===== config.mk =====
export PLATFORM = sky130hd
export DESIGN_NAME = pe27_feeder_flat
export DESIGN_NICKNAME = d
export VERILOG_FILES = /design/src/rtl/pe27_feeder_if.sv /design/src/rtl/pe27_feeder.sv /design/src/flat_wrapper.sv
export SDC_FILE = /design/constraint.sdc
export NUM_CORES = 1
export LEC_CHECK = 0
export ABC_AREA = 1
export CAP_MARGIN = 20
export CORE_MARGIN = 5
export CORE_UTILIZATION = 45
export CTS_CLUSTER_DIAMETER = 80
export CTS_CLUSTER_SIZE = 28
export DETAILED_ROUTE_END_ITERATION = 8
export PLACE_DENSITY = 0.75
export SLEW_MARGIN = 20
export SYNTH_ARGS = -nofsm -noshare
export SYNTH_HDL_FRONTEND = slang
export SYNTH_SLANG_ARGS = --single-unit

===== constraint.sdc =====
create_clock -name clk -period 4.2 [get_ports clk]
set_input_delay 1.26 -clock clk [delete_from_list [all_inputs] [get_ports clk]]
set_output_delay 1.26 -clock clk [all_outputs]
set_load 0.03 [all_outputs]

===== src/rtl/pe27_feeder_if.sv =====
// Bundles the command, memory-read, PE and result channels of pe27_feeder.
// The feeder takes the master modport; the scheduler/memory/PE side takes slave.
interface pe27_feeder_if #(
    parameter int NUM_TAPS = 27,
    parameter int DW       = 8,
    parameter int ADDR_W   = 16,
    parameter int ACC_W    = 24
);
    logic                     cmd_valid;
    logic                     cmd_ready;
    logic [ADDR_W-1:0]        cmd_w_base;
    logic [ADDR_W-1:0]        cmd_x_base;

    logic                     mem_rd_en;
    logic [ADDR_W-1:0]        mem_rd_addr;
    logic [DW-1:0]            mem_rd_data;

    logic                     pe_start;
    logic [NUM_TAPS*DW-1:0]   pe_weights_flat;
    logic [NUM_TAPS*DW-1:0]   pe_inputs_flat;
    logic [ACC_W-1:0]         pe_mac_out;
    logic                     pe_done;

    logic                     res_valid;
    logic                     res_ready;
    logic [ACC_W-1:0]         res_data;
    logic                     res_timeout;
    logic                     busy;

    modport master (
        input  cmd_valid, cmd_w_base, cmd_x_base, mem_rd_data, pe_mac_out, pe_done, res_ready,
        output cmd_ready, mem_rd_en, mem_rd_addr, pe_start, pe_weights_flat, pe_inputs_flat,
               res_valid, res_data, res_timeout, busy
    );

    modport slave (
        output cmd_valid, cmd_w_base, cmd_x_base, mem_rd_data, pe_mac_out, pe_done, res_ready,
        input  cmd_ready, mem_rd_en, mem_rd_addr, pe_start, pe_weights_flat, pe_inputs_flat,
               res_valid, res_data, res_timeout, busy
    );
endinterface


===== src/rtl/pe27_feeder.sv =====
// Command-driven operand feeder for pe27_mac: fetches 27 weight and 27 input bytes,
// starts the PE, waits for done under a watchdog and hands back the result.

module pe27_feeder_tap #(
    parameter int DW = 8
) (
    input  logic          clk,
    input  logic          rst_n,
    input  logic          we_i,
    input  logic [DW-1:0] d_i,
    output logic [DW-1:0] q_o
);
    logic [DW-1:0] q_q;

    always_ff @(posedge clk or negedge rst_n) begin
        if (!rst_n)    q_q <= '0;
        else if (we_i) q_q <= d_i;
    end

    assign q_o = q_q;
endmodule

module pe27_feeder #(
    parameter int NUM_TAPS = 27,
    parameter int DW       = 8,
    parameter int ADDR_W   = 16,
    parameter int ACC_W    = 24,
    parameter int TIMEOUT  = 20000
) (
    input  logic          clk,
    input  logic          rst_n,
    pe27_feeder_if.master bus
);
    localparam int NRD = 2 * NUM_TAPS;
    localparam int KW  = $clog2(NRD);
    localparam int WDW = $clog2(TIMEOUT + 1);

    localparam logic [2:0] S_IDLE  = 3'd0;
    localparam logic [2:0] S_FETCH = 3'd1;
    localparam logic [2:0] S_DRAIN = 3'd2;
    localparam logic [2:0] S_START = 3'd3;
    localparam logic [2:0] S_WAIT  = 3'd4;
    localparam logic [2:0] S_OUT   = 3'd5;

    logic [2:0]        state_q, state_d;
    logic [KW-1:0]     k_q, k_d;
    logic [ADDR_W-1:0] w_base_q, w_base_d;
    logic [ADDR_W-1:0] x_base_q, x_base_d;
    logic [WDW-1:0]    wdog_q, wdog_d;
    logic [ACC_W-1:0]  res_data_q, res_data_d;
    logic              res_tmo_q, res_tmo_d;

    // Tag of the read issued last cycle; its data is on mem_rd_data now.
    logic              rd_vld_q;
    logic [KW-1:0]     rd_idx_q;

    logic [NUM_TAPS-1:0]         we_w, we_x;
    logic [NUM_TAPS-1:0][DW-1:0] w_taps, x_taps;

    always_comb begin
        state_d    = state_q;
        k_d        = k_q;
        w_base_d   = w_base_q;
        x_base_d   = x_base_q;
        wdog_d     = wdog_q;
        res_data_d = res_data_q;
        res_tmo_d  = res_tmo_q;
        case (state_q)
            S_IDLE: begin
                if (bus.cmd_valid) begin
                    w_base_d = bus.cmd_w_base;
                    x_base_d = bus.cmd_x_base;
                    k_d      = '0;
                    state_d  = S_FETCH;
                end
            end
            S_FETCH: begin
                if (k_q == KW'(NRD - 1)) state_d = S_DRAIN;
                else                     k_d     = k_q + KW'(1);
            end
            S_DRAIN: state_d = S_START;
            S_START: begin
                wdog_d  = '0;
                state_d = S_WAIT;
            end
            S_WAIT: begin
                // done wins over an expiring watchdog in the same cycle
                if (bus.pe_done) begin
                    res_data_d = bus.pe_mac_out;
                    res_tmo_d  = 1'b0;
                    state_d    = S_OUT;
                end else if (wdog_q == WDW'(TIMEOUT - 1)) begin
                    res_data_d = '0;
                    res_tmo_d  = 1'b1;
                    state_d    = S_OUT;
                end else begin
                    wdog_d = wdog_q + WDW'(1);
                end
            end
            S_OUT: begin
                if (bus.res_ready) state_d = S_IDLE;
            end
            default: state_d = S_IDLE;
        endcase
    end

    always_ff @(posedge clk or negedge rst_n) begin
        if (!rst_n) begin
            state_q    <= S_IDLE;
            k_q        <= '0;
            w_base_q   <= '0;
            x_base_q   <= '0;
            wdog_q     <= '0;
            res_data_q <= '0;
            res_tmo_q  <= 1'b0;
            rd_vld_q   <= 1'b0;
            rd_idx_q   <= '0;
        end else begin
            state_q    <= state_d;
            k_q        <= k_d;
            w_base_q   <= w_base_d;
            x_base_q   <= x_base_d;
            wdog_q     <= wdog_d;
            res_data_q <= res_data_d;
            res_tmo_q  <= res_tmo_d;
            rd_vld_q   <= (state_q == S_FETCH);
            rd_idx_q   <= k_q;
        end
    end

    // Addresses wrap modulo 2^ADDR_W by plain truncating addition.
    always_comb begin
        bus.mem_rd_addr = '0;
        if (state_q == S_FETCH) begin
            if (k_q < KW'(NUM_TAPS)) bus.mem_rd_addr = w_base_q + ADDR_W'(k_q);
            else                     bus.mem_rd_addr = x_base_q + ADDR_W'(k_q - KW'(NUM_TAPS));
        end
    end

    for (genvar i = 0; i < NUM_TAPS; i++) begin : g_tap
        assign we_w[i] = rd_vld_q && (rd_idx_q == KW'(i));
        assign we_x[i] = rd_vld_q && (rd_idx_q == KW'(NUM_TAPS + i));

        pe27_feeder_tap #(.DW(DW)) u_w (
            .clk  (clk),
            .rst_n(rst_n),
            .we_i (we_w[i]),
            .d_i  (bus.mem_rd_data),
            .q_o  (w_taps[i])
        );

        pe27_feeder_tap #(.DW(DW)) u_x (
            .clk  (clk),
            .rst_n(rst_n),
            .we_i (we_x[i]),
            .d_i  (bus.mem_rd_data),
            .q_o  (x_taps[i])
        );
    end

    assign bus.cmd_ready       = (state_q == S_IDLE);
    assign bus.busy            = (state_q != S_IDLE);
    assign bus.mem_rd_en       = (state_q == S_FETCH);
    assign bus.pe_start        = (state_q == S_START);
    assign bus.res_valid       = (state_q == S_OUT);
    assign bus.res_data        = res_data_q;
    assign bus.res_timeout     = res_tmo_q;
    assign bus.pe_weights_flat = w_taps;
    assign bus.pe_inputs_flat  = x_taps;
endmodule


===== src/flat_wrapper.sv =====
// flat-port wrapper written by rule: the top's interface ports become plain ports
module pe27_feeder_flat 
#(
    parameter int NUM_TAPS = 27,
    parameter int DW       = 8,
    parameter int ADDR_W   = 16,
    parameter int ACC_W    = 24,
    parameter int TIMEOUT  = 20000
)
  (clk, rst_n, bus_cmd_valid, bus_cmd_w_base, bus_cmd_x_base, bus_mem_rd_data, bus_pe_mac_out, bus_pe_done, bus_res_ready, bus_cmd_ready, bus_mem_rd_en, bus_mem_rd_addr, bus_pe_start, bus_pe_weights_flat, bus_pe_inputs_flat, bus_res_valid, bus_res_data, bus_res_timeout, bus_busy);
  pe27_feeder_if #(.NUM_TAPS(NUM_TAPS), .DW(DW), .ADDR_W(ADDR_W), .ACC_W(ACC_W)) bus_i ();
  input  logic clk;
  input  logic rst_n;
  input wire logic [$bits(bus_i.cmd_valid)-1:0] bus_cmd_valid;
  input wire logic [$bits(bus_i.cmd_w_base)-1:0] bus_cmd_w_base;
  input wire logic [$bits(bus_i.cmd_x_base)-1:0] bus_cmd_x_base;
  input wire logic [$bits(bus_i.mem_rd_data)-1:0] bus_mem_rd_data;
  input wire logic [$bits(bus_i.pe_mac_out)-1:0] bus_pe_mac_out;
  input wire logic [$bits(bus_i.pe_done)-1:0] bus_pe_done;
  input wire logic [$bits(bus_i.res_ready)-1:0] bus_res_ready;
  output wire logic [$bits(bus_i.cmd_ready)-1:0] bus_cmd_ready;
  output wire logic [$bits(bus_i.mem_rd_en)-1:0] bus_mem_rd_en;
  output wire logic [$bits(bus_i.mem_rd_addr)-1:0] bus_mem_rd_addr;
  output wire logic [$bits(bus_i.pe_start)-1:0] bus_pe_start;
  output wire logic [$bits(bus_i.pe_weights_flat)-1:0] bus_pe_weights_flat;
  output wire logic [$bits(bus_i.pe_inputs_flat)-1:0] bus_pe_inputs_flat;
  output wire logic [$bits(bus_i.res_valid)-1:0] bus_res_valid;
  output wire logic [$bits(bus_i.res_data)-1:0] bus_res_data;
  output wire logic [$bits(bus_i.res_timeout)-1:0] bus_res_timeout;
  output wire logic [$bits(bus_i.busy)-1:0] bus_busy;
  assign bus_i.cmd_valid = bus_cmd_valid;
  assign bus_i.cmd_w_base = bus_cmd_w_base;
  assign bus_i.cmd_x_base = bus_cmd_x_base;
  assign bus_i.mem_rd_data = bus_mem_rd_data;
  assign bus_i.pe_mac_out = bus_pe_mac_out;
  assign bus_i.pe_done = bus_pe_done;
  assign bus_i.res_ready = bus_res_ready;
  assign bus_cmd_ready = bus_i.cmd_ready;
  assign bus_mem_rd_en = bus_i.mem_rd_en;
  assign bus_mem_rd_addr = bus_i.mem_rd_addr;
  assign bus_pe_start = bus_i.pe_start;
  assign bus_pe_weights_flat = bus_i.pe_weights_flat;
  assign bus_pe_inputs_flat = bus_i.pe_inputs_flat;
  assign bus_res_valid = bus_i.res_valid;
  assign bus_res_data = bus_i.res_data;
  assign bus_res_timeout = bus_i.res_timeout;
  assign bus_busy = bus_i.busy;
  pe27_feeder #(.NUM_TAPS(NUM_TAPS), .DW(DW), .ADDR_W(ADDR_W), .ACC_W(ACC_W), .TIMEOUT(TIMEOUT)) u_core (.clk(clk), .rst_n(rst_n), .bus(bus_i));
endmodule

Word-level counts from Yosys, hierarchy flattened
Cells that the tools add are included.

Bits in registers: 520. Bits in latches: 0. RAM bits: 0. Memory bits (read-only): 0. Input bits: 69. Output and inout bits: 478. Logic and storage cells: 219. Memories: 0.

Add/subtract/negate cells: 5. Multipliers: 0. Div/mod/pow operators: 0. Magnitude comparators: 1. Eq/ne operators: 67. Shift operators: 0. Multiplexer cells: 18. Bitwise logic cells: 0. Reductions and logical operators: 65.

Operators with widths (count): $eq A6 B6 Y1 const B (23); $eq A6 B5 Y1 const B (16); $logic_and A1 B1 Y1 (54); $eq A6 B4 Y1 const B (8); $mux W24 (2); $mux W16 (2); $mux W15 (2); $pmux W15 S2 (1); $eq A6 B3 Y1 const B (4); $pmux W3 S6 (1); $add A16 B16 Y16 (1); $add A16 B6 Y16 (1); $add A15 B1 Y15 const B (1); $eq A15 B15 Y1 const B (1); $mux W3 (5); $eq A6 B2 Y1 const B (2); $mux W6 (2); $pmux W6 S2 (1); $ne A2 B2 Y1 const B (5); $sub A6 B5 Y7 const B (1); $add A6 B1 Y6 const B (1); $eq A3 B2 Y1 const B (2); $eq A3 B3 Y1 const B (2); $eq A6 B1 Y1 const B (1); other kinds (12) (17).

Longest topological paths before layout
Gate-level depths: netlist of the first run.

Depth after elaboration: 4. Gate-level depth with buffers: 17. Mapped depth without buffers: 17.

By module
A second synthesis of the first run with hierarchy kept.

Cell total of the unflattened synthesis: 2727. Area, all modules: 22449.0 µm².

By module, submodules not included: pe27_feeder_tap (instances 54, cells an instance 34, area each 305.3 µm², seq. area each 200.2 µm²); pe27_feeder (instances 1, cells an instance 891, area each 5963.2 µm², seq. area each 2202.1 µm²).

Worst setup path before layout of the first run
Ideal clock, no wire load.

Kind: reg-to-output. Start: reg u_core.k_q[0]. End: out bus_mem_rd_addr[15]. Data arrival time: 2611 ps. Data required time: 2940 ps. Slack: 329 ps. Stages on the path, launching flop included: 17. Buffers on the path: 1. Cells stage by stage: dfrtp_1 -> a21oi_1 -> nor2_1 -> nor2_1 -> inv_2 -> clkbuf_1 -> nand2_1 -> ha_1 -> nand2_1 -> inv_1 -> a21oi_1 -> nand2_1 -> nand2_1 -> nand3_1 -> nand3_1 -> nand2_1 -> nor2_1.

Word-level cells in the longest chain between the ends: 4. Elaborated cells on any way between the ends: 6. Those cells by class: add/sub (3); order compare (1); mux (2).

RTL lines: from (decl) (line pe27_feeder.sv:46) `logic [KW-1:0] k_q, k_d;`; from (signal assigned) (line pe27_feeder.sv:120) `k_q <= k_d;`; $sub A6 B5 Y7 (line pe27_feeder.sv:136) `else bus.mem_rd_addr = x_base_q + ADDR_W'(k_q - KW'(NUM_TAPS));`; $add A16 B16 Y16 (line pe27_feeder.sv:136); $mux W16 (*) (line pe27_feeder.sv:135) `if (k_q < KW'(NUM_TAPS)) bus.mem_rd_addr = w_base_q + ADDR_W'(k_q);`; $mux W16 (*) (line pe27_feeder.sv:134) `if (state_q == S_FETCH) begin`; to (decl) (line flat_wrapper.sv:23) `output wire logic [$bits(bus_i.mem_rd_addr)-1:0] bus_mem_rd_addr;`.

Every way passes the cells marked *; elsewhere a longest branch is shown, timed or not.

Worst setup path in the final report of the first run
Start: reg u_core.k_q[1]. End: out bus_mem_rd_addr[15].

The elaborated chain is that of the path after synthesis.

==> flow_summary.ini, run 1 <==
[timing]
finalMaxSlewViolations = 0
period_minus_slack_ns = 4.26
setup_viol = 5
hold_violations = 0
slew_headroom = 0.324
fin_skew_ns = 0.0291
setup_slack_ns = -0.0555
max_freq_ghz = 0.235
timing.final.crit_share = 1.01
worst_slew_pin_slew_ns = 1.01
rsz0062_at_grt = true
whs_ns = 0.490

[synth]
yosysSeqAreaShare = 0.614
synth_area_leaders = dfrtp_1, nand2_1, o21ai_0
synth_seq_cells = 520
syn_avg_cell_area_um2 = 9.27
synth-main-ff-cell = dfrtp_1
async_flop_share = 1.00
yosysMostFrequentCell = nand2_1
yosys_warnings = 0
synth_largest_area_cell = dfrtp_1
syn_nets = 2384
synth_area_um2 = 21200
synth_edf_count = 0
yosys-top-cells-count = nand2_1, dfrtp_1, o21ai_0, o21ai_1, inv_1
synth.distinct_cells = 31
yosys.area.top_type_share = 0.614
netlist_instances = 2288

[cts]
cts-root-buf = clkbuf_16
cts_tree = built
hold_buffers = 0
cts_sinks = 520
htreeDepth = 1
cts_made_buffers = 27
worstSkewPairLatency_ns = 0.61
ctsLongestPathBuffers = 3
clkTransAtPathRegs_ns = 0.10

[floorplan]
rows = 79
die_y_um = 227
fp.dieW_um = 227
start_util = 0.455
coreArea_um2 = 46600
dieArea_um2 = 51600
ios = 547

[global_route]
grt_pass1_wl_um = 107000
grt_pass1_vias = 17500
grt_remaining_overflow = 0
grt_max_degree = 90
antenna_found_initial = 2
grt_usage = 0.267

[power]
vdd_drop_max_mv = 0.611
power_density_nw_per_um2 = 598
p_leak_uw = 0.0138

[worst_setup_path]
critPathKind = reg -> out
start_kind = register
crit_fanout = 4
crit_arrival_ns = 3.00
worstSetupEndpointType = primary output
critical_path_required_ns = 2.94

[cells_and_area]
area_delta_synth_final_pct = 34.7
layout-drive-gt1-share = 0.0814
regArea_um2 = 13000
nets = 2895
multi_input_area_um2 = 7530
final_util = 0.614
fillers = 3866

[drt]
vias = 18300
drtIter0Drc = 1558
detail_route.wirelength_um = 72300
post_drt_wl_per_cell_um = 21.1
vias_per_cell = 5.35
drt_pre_antenna_iters = 5
drcViolationCount = 0
ant_nets = 0

[run]
drv_cap = 0

[placement]
dpl_worst_slack_ns = 0.128
io_buffers = 546
place.gp.congestion = 0.912
dp_hpwl_um = 52500

[worst_hold_path]
min_path_type = reg -> reg

[run_status]
violations = setup timing
outcome = complete, but fails checks
[power by group]
part,total (uW),internal (uW),switching (uW)
sequential,6700,5990,705
clock,3070,1290,1780
combinational,7320,2700,4620
total,17100,9980,7110
[cell families after synthesis]
logic type / synth area share
buf+inv: 0.0467
simple gates: 0.196
xor+xnor: 0.00909
fa+ha+maj: 0.0166
compound gates: 0.117
flops: 0.614
[per-stage QoR]
step,power [uW],TNS [ns],std cells,cell area (um2)
floorplan,10600,0,2288,21200
global placement,13600,0,3363,27200
detailed placement,13700,0,3363,27200
CTS,17000,-0.593,3413,28400
global route,18000,-1.72,3421,28600
finish,17100,-0.219,3421,28600
[worst paths after layout]
path | cells after the start | slack (ns) | startpoint | endpoint
hold reg to reg | 2 | 0.49 | u_core.g_tap[18].u_w.q_o[4] | u_core.g_tap[18].u_w.q_o[4]
max in group asynchronous | 2 | 2.50 | rst_n | u_core.g_tap[12].u_x.q_o[7]
min in group asynchronous | 1 | 0.65 | rst_n | u_core.x_base_q[2]
hold / removal | 2 | 0.49 | u_core.g_tap[18].u_w.q_o[4] | u_core.g_tap[18].u_w.q_o[4]
setup / recovery | 18 | -0.06 | u_core.k_q[1] | bus_mem_rd_addr[15]
setup reg to reg | 10 | 1.51 | u_core.state_q[1] | u_core.wdog_q[0]
[cell usage in the layout (no fill, tap or decap), types with 5 or more instances in the layout]
cell type        netlist  final
nand2_1              767    744
clkdlybuf4s50_1        0    529
dfrtp_1              520    516
o21ai_0              283    282
o21ai_1              171    172
nor2_1                98     89
inv_1                100     85
nand3_1               78     76
buf_4                  1     48
a21oi_1               39     32
clkbuf_16              0     27
nand2_4               20     25
inv_2                  6     20
nand2_2                0     18
xor2_1                17     16
ha_1                  25     12
nor3_1                15     11
ha_4                   0     10
nor2_2                 1      9
buf_12                 0      9
or2_2                  7      7
a21oi_2                0      6
nor3_4                 4      5
nand4_1                5      5
xnor2_1                5      5
buf_6                 14      5
[cell type report]
| class | instances | area share |
|---|---|---|
| Timing Repair Buffer | 596 | 0.208 |
| Timing Repair inverter | 1 | 0.000263 |
| Multi-Input combinational cell | 1546 | 0.264 |
| Clock inverter | 14 | 0.00731 |
| Tap cell | 607 | 0.0266 |
| Sequential cell | 520 | 0.456 |
| Antenna cell | 1 | 0.0000876 |
| Inverter | 107 | 0.0141 |
| Clock buffer | 29 | 0.0243 |
[layer usage]
layer  vias up  track usage  wire [um]
met5         -            0         13
met4         2       0.0789       2700
met3       144       0.0444       5170
met2       755        0.458      35800
met1      8996        0.352      28600
li1       8413            -          -
[sequential cells by signal, indices dropped and copies added, names as in the netlist]
register,count
u_core.g_tap.u_w.q_o,216
u_core.g_tap.u_x.q_o,216
u_core.bus.res_data,24
u_core.w_base_q,16
u_core.x_base_q,16
u_core.wdog_q,15
u_core.k_q,6
u_core.rd_idx_q,6
u_core.state_q,3
u_core.bus.res_timeout,1
u_core.rd_vld_q,1
[repair_timing]
| item | 4_1_cts | 5_1_grt |
|---|---|---|
| setup buffers | 6 | 7 |
| gates cloned | 1 | 0 |
| setup endpoints to repair | 15 | 13 |
| resized for setup | 66 | 39 |
| pin swaps | 8 | 21 |
[critical path, stage by stage, from the launching register on]
cell and delay, ns:
dfrtp_2 0.43, ha_4 0.16, inv_2 0.04, nand2_4 0.07, nand3_4 0.07, nand2_4 0.11
clkinvlp_4 0.21, ha_4 0.35, nand2_2 0.06, inv_2 0.09, nand2_4 0.06, nor3_4 0.16
nand2_2 0.07, nand2_1 0.06, nand2_1 0.05, nand3_1 0.06, nand2_1 0.06, nor2_2 0.14
buf_6 0.15
Note: power is estimated with default switching activity, not from simulation.
==> run 2: changes to the inputs <==
- PLACE_DENSITY: 0.75 -> 0.79
==> run 2 against run 1 <==
- the run now ends clean
- sequential power about the same
- critical path depth down 1
- worst hold slack gained 0.0052 ns
- total power shrank 0.12%
- combinational power about the same
- routed wire length decreased by 0.84%
- fmax increased by 1.9%
- cell count decreased by 0.15%
- core utilization fell by 0.078 points
- register-to-register slack gained 0.08 ns
- clock power barely moved
==> flow_summary.ini, run 2 (synthesis results as in run 1) <==
[run_status]
outcome = finished, final reports clean

[cts]
cts-root-buf = clkbuf_16
clkTransAtPathRegs_ns = 0.11
cts_tree = built
cts_made_buffers = 26
cts_sinks = 520
worstSkewPairLatency_ns = 0.59
htreeDepth = 1
ctsLongestPathBuffers = 3

[global_route]
grt_pass1_wl_um = 107000
grt_remaining_overflow = 0
grt_pass1_vias = 17700
grt_max_degree = 102
grt_usage = 0.265
antenna_found_initial = 0

[power]
p_sw_frac = 0.411
pwr-share-clk = 0.179
p_leak_uw = 0.0138
vdd_drop_max_mv = 0.535
seqPwrFrac = 0.393
pwr-share-comb = 0.428
p_int_uw = 10100
power_density_nw_per_um2 = 598
p_sw_uw = 7020

[worst_setup_path]
cp_common_cell = nand2_1
worstSetupEndpointType = primary output
worstRegToRegCells = 10
crit_arrival_ns = 2.92
start_kind = register
critPathMaxStageDelay_ns = 0.45
critPathKind = reg -> out
crit_fanout = 3
path_buf_inv = 3
slowest_stage = dfrtp_2
reg2reg_slack_ns = 1.59
crit_path_start = u_core.k_q[1]
critical_path_required_ns = 2.94
r2r_end = u_core.wdog_q[0]
crit_family = simple AND/OR/NAND/NOR gates
crit_chain = buf_4 -> a21oi_4 -> nor2_1 -> nor2_2 -> inv_2 -> nand2_4 -> ha_4 -> nand2_1 -> nand2_1 -> nand2_1 -> nand2_1 -> a21oi_2 -> nand2_1 -> nand2_1 -> o21ai_0 -> nor2_2 -> buf_6
r2r_start = u_core.state_q[1]

[run]
drv_cap = 0

[timing]
slew_headroom = 0.342
setup_viol = 0
whs_ns = 0.496
rsz0062_at_grt = true
hold_violations = 0
max_freq_ghz = 0.240
fin_skew_ns = 0.0166
period_minus_slack_ns = 4.18
timing.final.crit_share = 0.994
worst_slew_pin_slew_ns = 0.984
finalMaxSlewViolations = 0

[drt]
ant_nets = 0
detail_route.wirelength_um = 71700
drt_pre_antenna_iters = 8
drtIter0Drc = 1780
vias_per_cell = 5.40
post_drt_wl_per_cell_um = 21.0
drcViolationCount = 0
vias = 18400

[floorplan]
fp.dieW_um = 227
die_y_um = 227
dieArea_um2 = 51600
ios = 547
start_util = 0.455
rows = 79
coreArea_um2 = 46600

[cells_and_area]
antennaDiodeCount = 0
final_common_cell = nand2_1
multi_input_area_um2 = 7600
regArea_um2 = 13000
layout-drive-gt1-share = 0.0794
nets = 2890
area_delta_synth_final_pct = 34.5
final_cell_mix = nand2_1, clkdlybuf4s50_1, dfrtp_1
fillers = 3817
final_util = 0.613

[worst_hold_path]
min_path_type = reg -> reg
min_to = u_core.g_tap[13].u_w.q_o[0]
worstHoldStart = u_core.g_tap[13].u_w.q_o[0]
hold_path_depth = 2

[placement]
place.gp.congestion = 0.897
dp_hpwl_um = 52000
io_buffers = 546
run 2: cell count changes in the layout (fill, tap and decap cells not counted), moves of 3 or more:
cell	previous run	this run
buf_12	9	5
clkinvlp_4	4	1
ha_1	12	8
ha_4	10	15
inv_1	85	89
inv_2	20	16
run 2: area by class of cell:
type	count	area share
timing repair buffer	592	0.205
tap	607	0.0266
inverter	107	0.0143
clock buffer	32	0.0254
multi-input combinational	1546	0.266
timing repair inverter	1	0.000307
clock inverter	11	0.00539
sequential	520	0.456
run 2: metal layers:
| metal | GRT usage | share of wire | wire length [um] | vias up |
|---|---|---|---|---|
| li1 | - | - | - | 8418 |
| met1 | 0.350 | 0.40 | 28500 | 9087 |
| met2 | 0.456 | 0.50 | 35500 | 808 |
| met3 | 0.0391 | 0.072 | 5150 | 128 |
| met4 | 0.0818 | 0.036 | 2550 | 0 |
| met5 | 0 | 0 | 0 | - |
run 2: tightest hold or removal path, stage by stage, from the launching register on:
cell and delay (ns):
dfrtp_1 0.36, nand2_1 0.05, o21ai_0 0.06
run 2: timing repair:
action,in CTS,in global routing
gates resized for setup,46,57
endpoints found under the setup margin,15,14
cloned,1,0
setup buffers,7,3
pin swaps,6,20
hold buffers,0,0
run 2: worst max path at each step:
stage                                to  depth (start not counted)
floorplan           bus_mem_rd_addr[15]                         16
global route        bus_mem_rd_addr[15]                         18
finish               bus_mem_rd_addr[8]                         17
CTS                  bus_mem_rd_addr[4]                         11
global placement     bus_mem_rd_addr[4]                         10
detailed placement   bus_mem_rd_addr[4]                         10
run 2: power groups by stage:
stage / Combinational, uW / Sequential, uW / Clock (uW)
3_3_place_gp: 6820 / 6710 / 0
3_5_place_dp: 6940 / 6750 / 0
2_1_floorplan: 2380 / 8200 / 0
4_1_cts: 7120 / 6680 / 3100
5_1_grt: 7820 / 6810 / 3270
6_report: 7310 / 6700 / 3060
run 2: per-stage QoR:
stage          setup TNS [ns]  instance area (um2)  total power [uW]  setup slack [ns]  instances
3_3_place_gp                0                27200             13500             0.197       3362
2_1_floorplan               0                21200             10600             0.329       2288
6_report                    0                28500             17100            0.0248       3416
4_1_cts               -0.0184                28300             16900           -0.0184       3413
5_1_grt                -0.960                28500             17900            -0.133       3416
3_5_place_dp                0                27200             13700             0.168       3362
==> run 3: changes to the inputs <==
- ABC_AREA: 1 -> default
- CAP_MARGIN: 20 -> default
- PLACE_DENSITY: 0.79 -> 0.78
==> run 3 against run 2 <==
- highest routed layer unchanged
- synthesized cell count fell by 30%
- the run now ends with setup timing left
- sequential cell count is the same
- count of clock-buffer cells in the layout is 5 lower
- routed wire length is 4.3% lower
- largest power group unchanged
- total power rose by 65%
- global-route usage decreased by 0.86 points
==> flow_summary.ini, run 3 <==
[worst_setup_path]
start_kind = register
critical_path_required_ns = 2.94
worstRegToRegCells = 3
crit_family = compound AO/OA/AOI/OAI gates
crit_arrival_ns = 3.29
r2r_start = u_core.rd_idx_q[5]
crit_chain = ha_2 -> or2_4 -> a31oi_4 -> buf_12 -> ha_4 -> and3_4 -> a221oi_2 -> nand2_2 -> a21oi_4 -> xor2_2 -> a211oi_4 -> buf_12
path_buf_inv = 2
critPathKind = reg -> out
slowest_stage = dfrtp_1
crit_fanout = 6
cp_common_cell = buf_12
r2r_end = u_core.g_tap[1].u_w.q_o[2]
worstSetupEndpointType = primary output
reg2reg_slack_ns = 1.62
crit_path_start = u_core.k_q[1]
critPathMaxStageDelay_ns = 0.40

[global_route]
grt_max_degree = 88
grt_pass1_vias = 16100
grt_remaining_overflow = 0
grt_pass1_wl_um = 104000
antenna_found_initial = 1
grt_usage = 0.256

[cts]
clkTransAtPathRegs_ns = 0.10
ctsLongestPathBuffers = 3
hold_buffers = 0
htreeDepth = 1
cts_made_buffers = 26
cts_tree = built
cts-root-buf = clkbuf_16
worstSkewPairLatency_ns = 0.60
cts_sinks = 520

[power]
power_density_nw_per_um2 = 964
p_total_uw = 28200
vdd_drop_max_mv = 0.651
p_leak_uw = 0.0126

[timing]
hold_violations = 0
setup_viol = 12
worst_slew_pin_slew_ns = 1.08
slew_headroom = 0.277
setup_slack_ns = -0.350
timing.final.crit_share = 1.08
fin_skew_ns = 0.0184
fin_tns_setup_ns = -2.65
rsz0062_at_grt = true
period_minus_slack_ns = 4.55
finalMaxSlewViolations = 0
max_freq_ghz = 0.220

[drt]
vias = 15200
detail_route.wirelength_um = 68600
drcViolationCount = 0
post_drt_wl_per_cell_um = 24.6
drt_pre_antenna_iters = 5
vias_per_cell = 5.46
drtIter0Drc = 1067
ant_nets = 0

[synth]
synth_seq_cells = 520
netlist_instances = 1612
synth_area_um2 = 21400
async_flop_share = 1.00
yosys.area.top_type_share = 0.608
syn_nets = 1708
synth_area_leaders = dfrtp_1, mux2_2, nand2_1
synth.distinct_cells = 56
yosys-top-cells-count = dfrtp_1, mux2_2, nand2_1, clkbuf_1, nor2_1
synth-main-ff-cell = dfrtp_1
synth_edf_count = 0
yosysSeqAreaShare = 0.608
yosys_warnings = 0
syn_avg_cell_area_um2 = 13.3
yosysMostFrequentCell = dfrtp_1
synth_largest_area_cell = dfrtp_1

[floorplan]
dieArea_um2 = 52000
fp.dieW_um = 228
rows = 79
start_util = 0.457
ios = 547
die_y_um = 228
coreArea_um2 = 46800

[worst_hold_path]
min_to = u_core.x_base_q[14]
min_path_type = reg -> reg
worstHoldStart = u_core.x_base_q[14]
hold_path_depth = 2

[cells_and_area]
area_delta_synth_final_pct = 36.9
nets = 2262
layout-drive-gt1-share = 0.295
final_common_cell = clkdlybuf4s50_1
fillers = 3599
final_cell_mix = clkdlybuf4s50_1, dfrtp_1, mux2_2
antennaDiodeCount = 0

[placement]
io_buffers = 546
place.gp.congestion = 0.874
dp_hpwl_um = 49900

[run_status]
outcome = complete, but fails checks
violations = setup timing

[run]
drv_cap = 0
==> run 3: changes by cell type after synthesis, sizes merged, moves of 34 or more <==
cell	delta
nand3	-57
nor2	-34
o21ai	-411
nand2	-578
mux2	+433
inv	-93
==> run 3: through the flow <==
step	hold WS (ns)	instances	cell area, um2	setup WS (ns)	util
floorplan	0.373	1612	21400	0.000502	-
global placement	0.471	2732	27900	-0.0649	0.597
finish	0.491	2787	29300	-0.350	0.626
detailed placement	0.471	2732	27900	-0.0451	0.597
CTS	0.495	2781	29100	-0.367	0.623
global route	0.513	2787	29300	-0.495	0.626
==> run 3: layer usage <==
layer | vias to the layer above | routed length [um] | track usage
met5 | - | 0 | 0
li1 | 6705 | - | -
met3 | 112 | 4770 | 0.0660
met4 | 0 | 2400 | 0.0787
met2 | 486 | 34100 | 0.436
met1 | 7912 | 27300 | 0.324
==> run 3: how the worst max path moves through the flow <==
stage,endpoint,cells after the start,slack (ns)
after floorplan,bus_mem_rd_addr[12],11,0.0005
after global placement,bus_mem_rd_addr[15],11,-0.06
after detailed placement,bus_mem_rd_addr[15],11,-0.05
after CTS,bus_mem_rd_addr[12],13,-0.37
after global routing,bus_mem_rd_addr[14],14,-0.50
final,bus_mem_rd_addr[14],12,-0.35
==> run 3: what timing repair did <==
action / CTS / global route
pin swaps: 35 / 18
gates resized for setup: 73 / 26
buffers inserted: 8 / 6
hold endpoints to repair: 0 / 0
setup endpoints to repair: 16 / 14
==> run 3: layout make-up <==
type / instances / area, um2 / area share
Tap cell: 607 / 759 / 0.0259
Multi-Input combinational cell: 989 / 8420 / 0.288
Clock inverter: 15 / 194 / 0.00663
Inverter: 14 / 52.6 / 0.00180
Timing Repair Buffer: 615 / 6170 / 0.211
Clock buffer: 27 / 654 / 0.0224
Sequential cell: 520 / 13000 / 0.445
==> run 3: logic make-up (layout without fill, tap and decap cells) <==
group,after synthesis,in the layout,synth area share
flops,520,520,0.608
mux,434,434,0.228
xor+xnor,41,41,0.0168
compound gates,114,114,0.0325
fa+ha+maj,27,27,0.0165
simple gates,373,373,0.0786
buf+inv,103,671,0.0186
==> run 3: power by group <==
group          internal (uW)  total [uW]  switching [uW]
logic                   7360       16600            9260
registers               7180        8610            1420
clock network           1260        2990            1730
==> run 3: worst min-delay path: stages, from the launching register on <==
cell	delay, ns
dfrtp_1	0.36
nand2_1	0.05
nand2_1	0.05
==> RTL change: new RTL, config.mk and constraints of run 3 <==
Take the reset off `res_data_q` and load it in a clocked block of its own.
--- a/src/rtl/pe27_feeder.sv
+++ b/src/rtl/pe27_feeder.sv
@@ -113,3 +113,2 @@
             wdog_q     <= '0;
-            res_data_q <= '0;
             res_tmo_q  <= 1'b0;
@@ -123,3 +122,2 @@
             wdog_q     <= wdog_d;
-            res_data_q <= res_data_d;
             res_tmo_q  <= res_tmo_d;
@@ -128,2 +126,6 @@
         end
+    end
+
+    always_ff @(posedge clk) begin
+        res_data_q <= res_data_d;
     end
Check against the original RTL: same outputs for any inputs over 4 cycles, from zero or initial values and one cycle with rst_n low; that may be too few to reach the edited logic, so the function may still have changed.
==> RTL change against run 3 <==
The run still ends with negative setup slack left; area after synthesis about the same; utilization increased by 0.55 points; cell area increased by 0.88%; worst setup slack got worse by 27 ps; via count decreased by 3.8%; sequential cell count unchanged; non-clock buffer count increased by 33; fmax decreased by 0.59%; count of clock-buffer cells in the layout increased by 5; critical path depth increased by 1; wire length decreased by 1.8%; critical path type unchanged; highest routed layer is now met5.
Power is not compared: it rests on default switching activity, and its combinational part moved more than twofold at a synthesized area within 25%.
==> RTL change: results (changes against run 3) <==
| Metric | Value |
|---|---|
| Buffering overhead | `21.3% (was 21.1%)` |
| CTS buffer count | `27 (was 26)` |
| Cell area after layout | `29500 um^2 (was 29300 um^2)` |
| Ys async rst share | `95.4% (was 100%)` |
| Worst Skew | `34.6 ps (was 18.4 ps)` |
| Reg2Reg Setup Slack | `1690 ps (was 1620 ps)` |
| Register area | `13100 um^2 (was 13000 um^2)` |
| Fill cells | `3565 (was 3599)` |
| CP top delay family | `simple AND/OR/NAND/NOR gates (was compound AO/OA/AOI/OAI gates)` |
| Top cells by area, synth | `dfrtp_1 58%, mux2_2 24%, edfxtp_1 3.4% (was dfrtp_1 61%, mux2_2 22%, nand2_1 3.7%)` |
| Netlist cell types | `63 (was 56)` |
| Post-synthesis mux area share | `24.5% (was 22.8%)` |
| Adder-Cell Fraction of Synth Area | `1.65% (about the same)` |
| Mapped Area | `21400 um^2 (about the same)` |
| Hpwl dp | `49.3 mm (was 49.9 mm)` |
| Reg2reg end | `u_core.g_tap[23].u_x.q_o[7] (was u_core.g_tap[1].u_w.q_o[2])` |
| M1 WL | `27.3 mm (about the same)` |
| Largest net degree at the start of global routing | `108 (was 88)` |
| DP Worst Slack | `-276 ps (was -45.1 ps)` |
| Met3 WL | `4.37 mm (was 4.77 mm)` |
| Nonclk inv count | `7 (was 14)` |
| Violated checks | `negative setup slack (unchanged)` |
| Min Hold Slack | `507 ps (was 491 ps)` |
| GRT Util Overall | `24.9% (was 25.6%)` |
| Global-route wire length before repair | `101 mm (was 104 mm)` |
| Hold Path End | `u_core.g_tap[17].u_w.q_o[2] (was u_core.x_base_q[14])` |
| Worst EP arrival | `3320 ps (was 3290 ps)` |
| Status | `finished, violations left (unchanged)` |
| N_diodes | `1 (was 0)` |
| Met2 wire len | `33.2 mm (was 34.1 mm)` |
| Worst Setup EP | `bus_mem_rd_addr[15] (was bus_mem_rd_addr[14])` |
| # setup viols final | `12 (unchanged)` |
| Setup slack after layout | `-377 ps (was -350 ps)` |
| RR Startpoint | `u_core.rd_idx_q[0] (was u_core.rd_idx_q[5])` |
| GP Congestion | `0.856 (was 0.874)` |
| EDFF count, synth | `24 (was 0)` |
| Post-synth top cells | `496 x dfrtp_1, 459 x mux2_2, 72 x nand2_1 (was 520 x dfrtp_1, 427 x mux2_2, 209 x nand2_1)` |
| Clock-cell share of area | `3.09% (was 2.90%)` |
| Max layer used | `met5 (was met4)` |
| Layout Nets | `2176 (was 2262)` |
RTL change: cell count changes in the layout (fill, tap and decap cells not counted), sizes merged, moves of 8 or more:
| cell | change |
|---|---|
| nand2 | -133 |
| buf | +33 |
| mux2 | +31 |
| o21ai | -30 |
| dfrtp | -24 |
| edfxtp | +24 |
| and2 | +23 |
| nand3 | -12 |
| xnor2 | +9 |
| xor2 | -9 |
| nor2 | -8 |
RTL change: metal layers:
layer  up-vias  global-route usage (%)
li1       6422                       -
met1      7622                    32.3
met2       471                    41.9
met3       117                    6.12
met4         6                    7.62
met5         -                       0
RTL change: power by group through the flow:
stage	sequential, W	combinational (W)	clock (W)
detailed placement	0.00687	0.00733	0
floorplan	0.00830	0.00259	0
CTS	0.00679	0.00776	0.00317
finish	0.00679	0.00806	0.00309
global placement	0.00681	0.00723	0
global route	0.00691	0.00846	0.00335
RTL change: repair_timing:
item | CTS | global route
resized for setup | 90 | 40
pin swaps | 38 | 30
setup buffers | 13 | 9
endpoints found under the setup margin | 15 | 16
